### config.mk
export PLATFORM = sky130hd
export DESIGN_NAME = instruction_fetch
export DESIGN_NICKNAME = d
export VERILOG_FILES = /design/src/rtl/rv_pipeline_pkg.sv /design/src/rtl/if_id_reg.sv /design/src/rtl/instruction_fetch.sv
export SDC_FILE = /design/constraint.sdc
export NUM_CORES = 1
export LEC_CHECK = 0
export CORE_UTILIZATION = 46
export DETAILED_ROUTE_END_ITERATION = 12
export GPL_TIMING_DRIVEN = 0
export HOLD_SLACK_MARGIN = 0.05
export PLACE_DENSITY = 0.77
export SYNTH_ARGS = -nofsm -noshare
export SYNTH_HDL_FRONTEND = slang
export SYNTH_HIERARCHICAL = 1
export SYNTH_SLANG_ARGS = --single-unit
### constraint.sdc
create_clock -name clk -period 3.46 [get_ports clk]
set_input_delay 0.865 -clock clk [delete_from_list [all_inputs] [get_ports clk]]
set_output_delay 0.865 -clock clk [all_outputs]
set_load 0.005 [all_outputs]
### src/rtl/rv_pipeline_pkg.sv
// rv_pipeline_pkg: shared widths, NOP encoding and fetch-state enum for the RV32 pipeline
package rv_pipeline_pkg;
  localparam int XLEN = 32;
  localparam int INSTR_W = 32;
  localparam logic [INSTR_W-1:0] NOP_INSTR = 32'h0000_0013;
  typedef enum logic [2:0] {REQ, WAIT, HOLD, DROP, HALT} fetchState_t;
endpackage

### src/rtl/if_id_reg.sv
// if_id_reg: IF/ID pipeline register; squash beats load, stall holds, otherwise a bubble
module if_id_reg
  import rv_pipeline_pkg::*;
(
  input  logic               clk,
  input  logic               rst,
  input  logic               stall,
  input  logic               squash,
  input  logic               load,
  input  logic [INSTR_W-1:0] instrIn,
  input  logic [XLEN-1:0]    pcIn,
  input  logic [XLEN-1:0]    pcPlus4In,
  output logic [INSTR_W-1:0] Instr,
  output logic [XLEN-1:0]    PCD,
  output logic [XLEN-1:0]    PCPlus4D,
  output logic               valid_d
);
  // bubbles keep the last PC pair so decode never sees garbage addresses
  always_ff @(posedge clk or posedge rst)
    if (rst) begin
      Instr <= NOP_INSTR;
      PCD <= '0;
      PCPlus4D <= '0;
      valid_d <= 1'b0;
    end else if (squash || (!load && !stall)) begin
      Instr <= NOP_INSTR;
      valid_d <= 1'b0;
    end else if (load) begin
      Instr <= instrIn;
      PCD <= pcIn;
      PCPlus4D <= pcPlus4In;
      valid_d <= 1'b1;
    end
endmodule

### src/rtl/instruction_fetch.sv
// instruction_fetch: fetch PC, single-outstanding imem handshake and IF/ID register (option IF_MISALIGN_CHECK_EN)
module instruction_fetch
  import rv_pipeline_pkg::*;
#(
  parameter logic [XLEN-1:0] RESET_PC = 32'h0000_0000
) (
  input  logic               clk,
  input  logic               rst,
  input  logic               stall,
  input  logic               flush,
  input  logic               redirect,
  input  logic [XLEN-1:0]    redirect_pc,
  output logic               imem_req,
  output logic [XLEN-1:0]    imem_addr,
  input  logic               imem_rvalid,
  input  logic [INSTR_W-1:0] imem_rdata,
  output logic [INSTR_W-1:0] Instr,
  output logic [XLEN-1:0]    PCD,
  output logic [XLEN-1:0]    PCPlus4D,
  output logic               valid_d,
  output logic               misalign
);
  fetchState_t state, stateNext;
  logic [XLEN-1:0] pcF, pcNext, pcPlus4, targetPc;
  logic [INSTR_W-1:0] holdBuf, loadInstr;
  logic load, bufWe, reqC, badTarget;
  assign pcPlus4 = pcF + 32'd4;
`ifdef IF_MISALIGN_CHECK_EN
  assign targetPc = redirect_pc;
  assign badTarget = |redirect_pc[1:0];
  // misaligned target latches an error that only reset clears
  always_ff @(posedge clk or posedge rst)
    if (rst) misalign <= 1'b0;
    else if (redirect && badTarget) misalign <= 1'b1;
`else
  assign targetPc = redirect_pc & ~32'h3;
  assign badTarget = 1'b0;
  assign misalign = 1'b0;
`endif
  assign imem_req = reqC & ~rst;
  // next state, next PC, request and IF/ID load; redirect overrides everything below reset
  always_comb begin
    stateNext = state;
    pcNext = pcF;
    reqC = 1'b0;
    imem_addr = pcF;
    load = 1'b0;
    loadInstr = imem_rdata;
    bufWe = 1'b0;
    case (state)
      REQ: begin
        reqC = 1'b1;
        stateNext = WAIT;
      end
      WAIT: if (imem_rvalid) begin
        if (stall || flush) begin
          bufWe = 1'b1;
          stateNext = HOLD;
        end else begin
          load = 1'b1;
          pcNext = pcPlus4;
          reqC = 1'b1;
          imem_addr = pcPlus4;
        end
      end
      HOLD: if (!stall && !flush) begin
        load = 1'b1;
        loadInstr = holdBuf;
        pcNext = pcPlus4;
        stateNext = REQ;
      end
      DROP: if (imem_rvalid) stateNext = REQ;
      default: ;
    endcase
    if (redirect && state != HALT) begin
      reqC = 1'b0;
      load = 1'b0;
      bufWe = 1'b0;
      pcNext = badTarget ? pcF : targetPc;
      stateNext = badTarget ? HALT : (((state == WAIT) && !imem_rvalid) || (state == DROP)) ? DROP : REQ;
    end
  end
  // fetch state and PC registers
  always_ff @(posedge clk or posedge rst)
    if (rst) begin
      state <= REQ;
      pcF <= RESET_PC;
    end else begin
      state <= stateNext;
      pcF <= pcNext;
    end
  // one-entry buffer for a response that lands while decode is stalled or flushed
  always_ff @(posedge clk or posedge rst)
    if (rst) holdBuf <= NOP_INSTR;
    else if (bufWe) holdBuf <= imem_rdata;
  if_id_reg ifId (
    .clk(clk),
    .rst(rst),
    .stall(stall),
    .squash(redirect | flush),
    .load(load),
    .instrIn(loadInstr),
    .pcIn(pcF),
    .pcPlus4In(pcPlus4),
    .Instr(Instr),
    .PCD(PCD),
    .PCPlus4D(PCPlus4D),
    .valid_d(valid_d)
  );
endmodule

==> run_results.csv, run 1 <==
group,metric,value,unit
run_status,status,"complete, no violations",
clocking,htree_levels,4,
synth,syn_area,0.00883,sq mm
floorplan,initial_core_util,47.0,%
layout,seqCellArea,0.00404,sq mm
timing,setup_viol,0,
synth,async_flop_share,100,%
synth,synth_area_per_cell,11.1,sq um
clocking,cts_buffer_depth,2,
pwr,max-vdd-ir-drop,0.000361,V
critical_path,path_class,"reg -> out",
floorplan,chipHeight,141,um
clocking,cts_root_buffer,"clkbuf_16",
detailed_routing,drtAntennaViolNets,0,
floorplan,core_area,0.0188,sq mm
placement,port_buffers,194,
clocking,cts_tree,"yes",
flow_run,max-cap-violations,0,
global_route,grt_pass1_vias,7016,
global_route,grt_pass1_wl,38.3,mm
placement,gp_congestion,0.895,
synth,synth_seq_area_share,45.7,%
clocking,insertion_delay,420,ps
timing,tightest_slew,1030,ps
synth,yosysTopAreaCellShare,43.9,%
layout,final_common_cell,"clkdlybuf4s50_1",
global_route,grt.overflow.total,0,
detailed_routing,viasPerCell,5.44,
timing,relSlewSlack,31.4,%
layout,antenna_cells,0,
layout,drive_gt1_share,28.7,%
critical_path,crit_chain,"ha_4, nand3_4, buf_4, nor4_4, nand2_2, xnor2_2, clkdlybuf4s50_1",
timing,min_period_over_period,99.3,%
critical_path,cp-startpoint,"pcF[3]$_DFFE_PP0P_",
min_path,holdCritPathClass,"reg -> reg",
timing,finalHoldViolations,0,
layout,fillCellCount,1415,
detailed_routing,drc,0,
layout,nets,1135,
floorplan,io_pins,201,
synth,ys_top_cells_by_area,"dfrtp_1, mux2_4, mux2_2",
detailed_routing,drt_iter0_markers,442,
synth,synth_cell_type_count,57,
critical_path,crit_path_start_kind,"register",
layout,fin_util,66.0,%
layout,syn_to_final_growth,40.2,%
layout,final_cell_mix,"clkdlybuf4s50_1, dfrtp_1, nand2_1",
critical_path,reg2reg_from,"state[0]$_DFFE_PP0P_",
pwr,total_power,7440,uW
floorplan,die_w,141,um
detailed_routing,vias,7107,
global_route,track_usage,25.0,%
layout,multi_input_area,0.00446,sq mm
timing,timing.final.crit_period,3430,ps
synth,synth_top_area_cell,"dfrtp_1",
global_route,grt_max_degree,65,
synth,ys_ff_latch,161,
min_path,hold_path.startpoint,"ifId/Instr[0]$_DFFE_PP1P_",
clocking,clk_pin_slew,60,ps
timing,fmax,291,MHz
critical_path,cp_slowest_cell,"clkdlybuf4s50_1",
floorplan,dieArea,0.0198,sq mm
pwr,p_leak,0.00528,uW
pwr,p_per_area,601,mW/mm^2
critical_path,crit_arrival,2570,ps
synth,syn-instance-count,796,
synth,synth-edff-count,0,
clocking,cts_buffers,17,
critical_path,required,2590,ps
critical_path,cp-end-kind,"output pin",
timing,maxSlewViolCount,0,
timing,holdWs,477,ps
detailed_routing,wl_per_cell,18.8,um
global_route,antenna_found_initial,0,
clocking,clock_sinks,161,
synth,ys_warn_count,6,
timing,grt_setup_unrepaired,"yes",
detailed_routing,drt_pass1_iterations,6,
floorplan,std_cell_rows,50,
placement,dp_hpwl,16.7,mm
critical_path,critPathMaxStageDelay,520,ps
critical_path,crit_path_max_fanout,6,
timing,finalClockSkew,9.97,ps
synth,dominantRegCellSynth,"dfrtp_1",
clocking,holdBufCountCts,0,
detailed_routing,drt-total-wl,24.6,mm
cell type report:
class / count / area share, %
clock inverter: 11 / 1.25
multi-input combinational: 553 / 36.0
sequential: 161 / 32.6
inverter: 16 / 0.526
tap: 234 / 2.37
clock buffer: 21 / 3.56
buffer: 65 / 4.47
timing repair buffer: 246 / 19.2
where the power goes:
part	switching [uW]	total (uW)	internal [uW]
Clock	792	1930	1140
Sequential	339	2790	2450
Combinational	1050	2710	1670
per-layer routing:
metal | part of all wire (%) | track usage, % | up-vias
met3 | 8.6 | 7.28 | 52
met1 | 42 | 32.3 | 3438
met5 | 0 | 0 | -
li1 | - | - | 3277
met4 | 2.6 | 9.15 | 0
met2 | 47 | 40.0 | 340
worst paths after layout:
| check | endpoint | slack (ps) | cells past startpoint |
|---|---|---|---|
| max | imem_addr[18] | 30 | 7 |
| min | ifId/Instr[0]$_DFFE_PP1P_ | 480 | 2 |
| max reg2reg | ifId/Instr[1]$_DFFE_PP1P_ | 640 | 7 |
| min reg2reg | ifId/Instr[0]$_DFFE_PP1P_ | 480 | 2 |
| max in group asynchronous | ifId/Instr[0]$_DFFE_PP1P_ | 1690 | 3 |
| min in group asynchronous | ifId/PCD[18]$_DFFE_PP0P_ | 1030 | 2 |
worst max-delay path: cells and delay by family (launching register included):
family / cells / cell delay (ps)
XOR/XNOR: 1 / 180
adder cells (fa/ha/maj): 1 / 180
buffers and inverters: 2 / 700
flip-flops: 1 / 410
AND/OR/NAND/NOR: 3 / 660
cells in the mapped netlist (all sizes together), types with 6 or more instances:
cell type  instances
dfrtp            155
mux2             128
nand2             96
o21ai             42
nor2              41
clkbuf            38
xnor2             38
buf               34
xor2              34
o22ai             22
a21oi             21
inv               16
nor3              16
nand3             15
nand4             14
nor4              11
nand3b             9
a22oi              6
a31oi              6
dfstp              6
state kept, by name, indices dropped and copies added, names as in the netlist:
signal,cells
state,2
pcF,30
ifId/PCD,32
ifId/valid_d,1
ifId/PCPlus4D,32
ifId/Instr,32
holdBuf,32
repair_timing:
action                     CTS  global route
setup buffers               22            29
gates resized for setup     59            29
setup endpoints to repair   31            26
pin swaps                   16            18
cloned                       0             0
logic make-up (layout without fill, tap and decap cells):
| group | Yosys count | after routing | synth area share (%) |
|---|---|---|---|
| DFF | 161 | 161 | 45.7 |
| and+or+nand+nor | 232 | 232 | 13.6 |
| adders and majority gates | 5 | 5 | 0.709 |
| buffers and inverters | 88 | 359 | 6.66 |
| muxes | 129 | 129 | 19.0 |
| xor gates and xnor gates | 72 | 72 | 7.14 |
| other | 1 | 7 | 0.0425 |
| AOI/OAI and AO/OA | 108 | 108 | 7.13 |
through the flow:
stage	setup TNS (ps)	cells	instance area, sq um	setup WS (ps)
after floorplan	0	802	8850	66.2
after global placement	-194120	1230	11100	-1500
after detailed placement	-20710	1231	11100	-927
after CTS	-78.3	1280	12100	-43.6
after global routing	-66.3	1307	12400	-50.7
final	0	1307	12400	25.3
Power figures use the tool's default switching activity.
==> run 2, diff against run 1 <==
--- a/config.mk
+++ b/config.mk
@@ -5,11 +5,13 @@
 export SDC_FILE = /design/constraint.sdc
 export NUM_CORES = 1
 export LEC_CHECK = 0
-export CORE_UTILIZATION = 46
+export CELL_PAD_IN_SITES_DETAIL_PLACEMENT = 1
+export CELL_PAD_IN_SITES_GLOBAL_PLACEMENT = 2
+export CORE_UTILIZATION = 29
+export CTS_CLUSTER_SIZE = 14
 export DETAILED_ROUTE_END_ITERATION = 12
-export GPL_TIMING_DRIVEN = 0
 export HOLD_SLACK_MARGIN = 0.05
-export PLACE_DENSITY = 0.77
+export PLACE_DENSITY_LB_ADDON = 0.1
 export SYNTH_ARGS = -nofsm -noshare
 export SYNTH_HDL_FRONTEND = slang
 export SYNTH_HIERARCHICAL = 1
==> run 2 against run 1 <==
Against the previous run:
- flip-flop and latch count is the same
- total power decreased by 1.9%
- final cell count rose by 10%
- register-to-register slack gained 430 ps
- utilization is 25 points lower
- clock power barely moved
- die area rose by 58%
- non-clock buffer count down 26
- count of clock-buffer cells in the layout fell by 2
- via count down 4.8%
- critical path type unchanged
- largest cell class unchanged
==> run_results.csv, run 2 (synthesis gave the netlist of run 1 again) <==
group,metric,value,unit
critical_path,critPathMaxStageDelay,530,ps
placement,dp_hpwl,19.3,mm
clocking,clock_sinks,161,
floorplan,initial_core_util,29.6,%
clocking,cts_buffer_depth,2,
floorplan,chipHeight,176,um
clocking,cts_root_buffer,"clkbuf_16",
global_route,antenna_found_initial,4,
timing,maxSlewViolCount,0,
timing,setup_viol,0,
clocking,insertion_delay,430,ps
floorplan,core_area,0.0298,sq mm
timing,grt_setup_unrepaired,"no",
pwr,p_leak,0.00511,uW
critical_path,cp-end-kind,"output pin",
layout,final_common_cell,"clkdlybuf4s50_1",
layout,nets,1109,
critical_path,r2r.worst_path.cells,8,
timing,setup_tns,0,ps
min_path,holdCritPathClass,"reg -> reg",
pwr,max-vdd-ir-drop,0.000299,V
timing,timing.final.crit_period,3360,ps
global_route,grt_pass1_wl,42.9,mm
flow_run,max-cap-violations,0,
global_route,track_usage,18.1,%
detailed_routing,drc,0,
detailed_routing,vias,6765,
layout,final_cell_mix,"clkdlybuf4s50_1, dfrtp_1, nand2_1",
critical_path,cp_slowest_cell,"clkdlybuf4s50_1",
timing,tightest_slew,645,ps
detailed_routing,viasPerCell,4.70,
timing,fmax,298,MHz
critical_path,path_common_cell,"buf_4",
detailed_routing,drt_pass1_iterations,4,
min_path,hold_depth,2,
critical_path,crit_chain,"buf_4, and4_4, nand4_4, buf_4, nor4_4, xor2_1, clkdlybuf4s50_1",
detailed_routing,drt_iter0_markers,274,
detailed_routing,wl_per_cell,19.0,um
global_route,grt_max_degree,45,
layout,drive_gt1_share,28.6,%
timing,finalClockSkew,17.2,ps
critical_path,cp_top_family,"buffers and inverters",
clocking,htree_levels,4,
detailed_routing,drt-total-wl,27.3,mm
floorplan,io_pins,201,
clocking,cts_buffers,17,
critical_path,cp.depth,7,
clocking,holdBufCountCts,0,
timing,finalHoldViolations,0,
floorplan,std_cell_rows,63,
clocking,clk_pin_slew,70,ps
critical_path,crit_path_max_fanout,8,
floorplan,dieArea,0.0311,sq mm
pwr,p_per_area,594,mW/mm^2
critical_path,path_class,"reg -> out",
timing,min_period_over_period,97.1,%
detailed_routing,drtAntennaViolNets,0,
critical_path,critPathBufInv,3,
floorplan,die_w,176,um
run_status,status,"complete, no violations",
clocking,cts_tree,"yes",
pwr,total_power,7300,uW
critical_path,crit_path_start_kind,"register",
critical_path,required,2590,ps
placement,port_buffers,195,
timing,relSlewSlack,57.0,%
layout,syn_to_final_growth,39.2,%
critical_path,crit_arrival,2490,ps
placement,gp_congestion,0.733,
global_route,grt_pass1_vias,7156,
global_route,grt.overflow.total,0,
[run 2: timing repair]
action | 4_1_cts | 5_1_grt
resized for setup | 48 | 16
gates cloned | 1 | 0
setup endpoints to repair | 31 | 13
hold endpoints to repair | 0 | 0
pin swaps | 9 | 2
setup buffers | 7 | 6
[run 2: worst paths after layout]
check                                     startpoint                    endpoint  slack (ps)
setup / recovery                  pcF[2]$_DFFE_PP0P_               imem_addr[21]         100
hold / removal             ifId/Instr[0]$_DFFE_PP1P_   ifId/Instr[0]$_DFFE_PP1P_         490
setup reg to reg                state[0]$_DFFE_PP0P_     ifId/PCD[1]$_DFFE_PP0P_        1070
hold reg to reg            ifId/Instr[0]$_DFFE_PP1P_   ifId/Instr[0]$_DFFE_PP1P_         490
max in group asynchronous                        rst  ifId/Instr[17]$_DFFE_PP0P_        1840
min in group asynchronous                        rst        state[1]$_DFFE_PP0P_         880
[run 2: stage by stage]
stage / utilization (%) / cells / cell area, sq um / setup WS [ps] / hold WS, ps
floorplan: - / 802 / 8850 / 66.2 / 464
global placement: 38.4 / 1391 / 11500 / -383 / 467
detailed placement: 38.4 / 1391 / 11500 / -373 / 478
CTS: 40.9 / 1430 / 12200 / -34.0 / 490
global route: 41.2 / 1437 / 12300 / 5.43 / 512
finish: 41.2 / 1438 / 12300 / 100 / 489
[run 2: area by class of cell]
type	count	area (sq um)
tap	390	488
sequential	161	4040
timing repair buffer	285	2740
clock buffer	19	453
fill	3255	17500
inverter	16	63.8
clock inverter	12	123
multi-input combinational	553	4370
antenna	2	5.00
[run 2: power by group]
group	internal (uW)	switching, uW
Combinational	1600	990
Sequential	2450	358
Clock	1040	860
[run 2: tightest hold or removal path: cells and delay by family, from the launching register on]
| kind | cells | cell delay [ps] |
|---|---|---|
| buffers and inverters | 1 | 40 |
| AOI/OAI and AO/OA | 1 | 70 |
| DFF | 1 | 370 |
[run 2: metal layers]
layer	track usage, %	share of wire, %	vias to the layer above
met5	0	0.095	-
met4	3.77	0.57	4
met3	5.08	5.3	14
met2	29.9	48	126
met1	23.5	46	3397
li1	-	-	3224
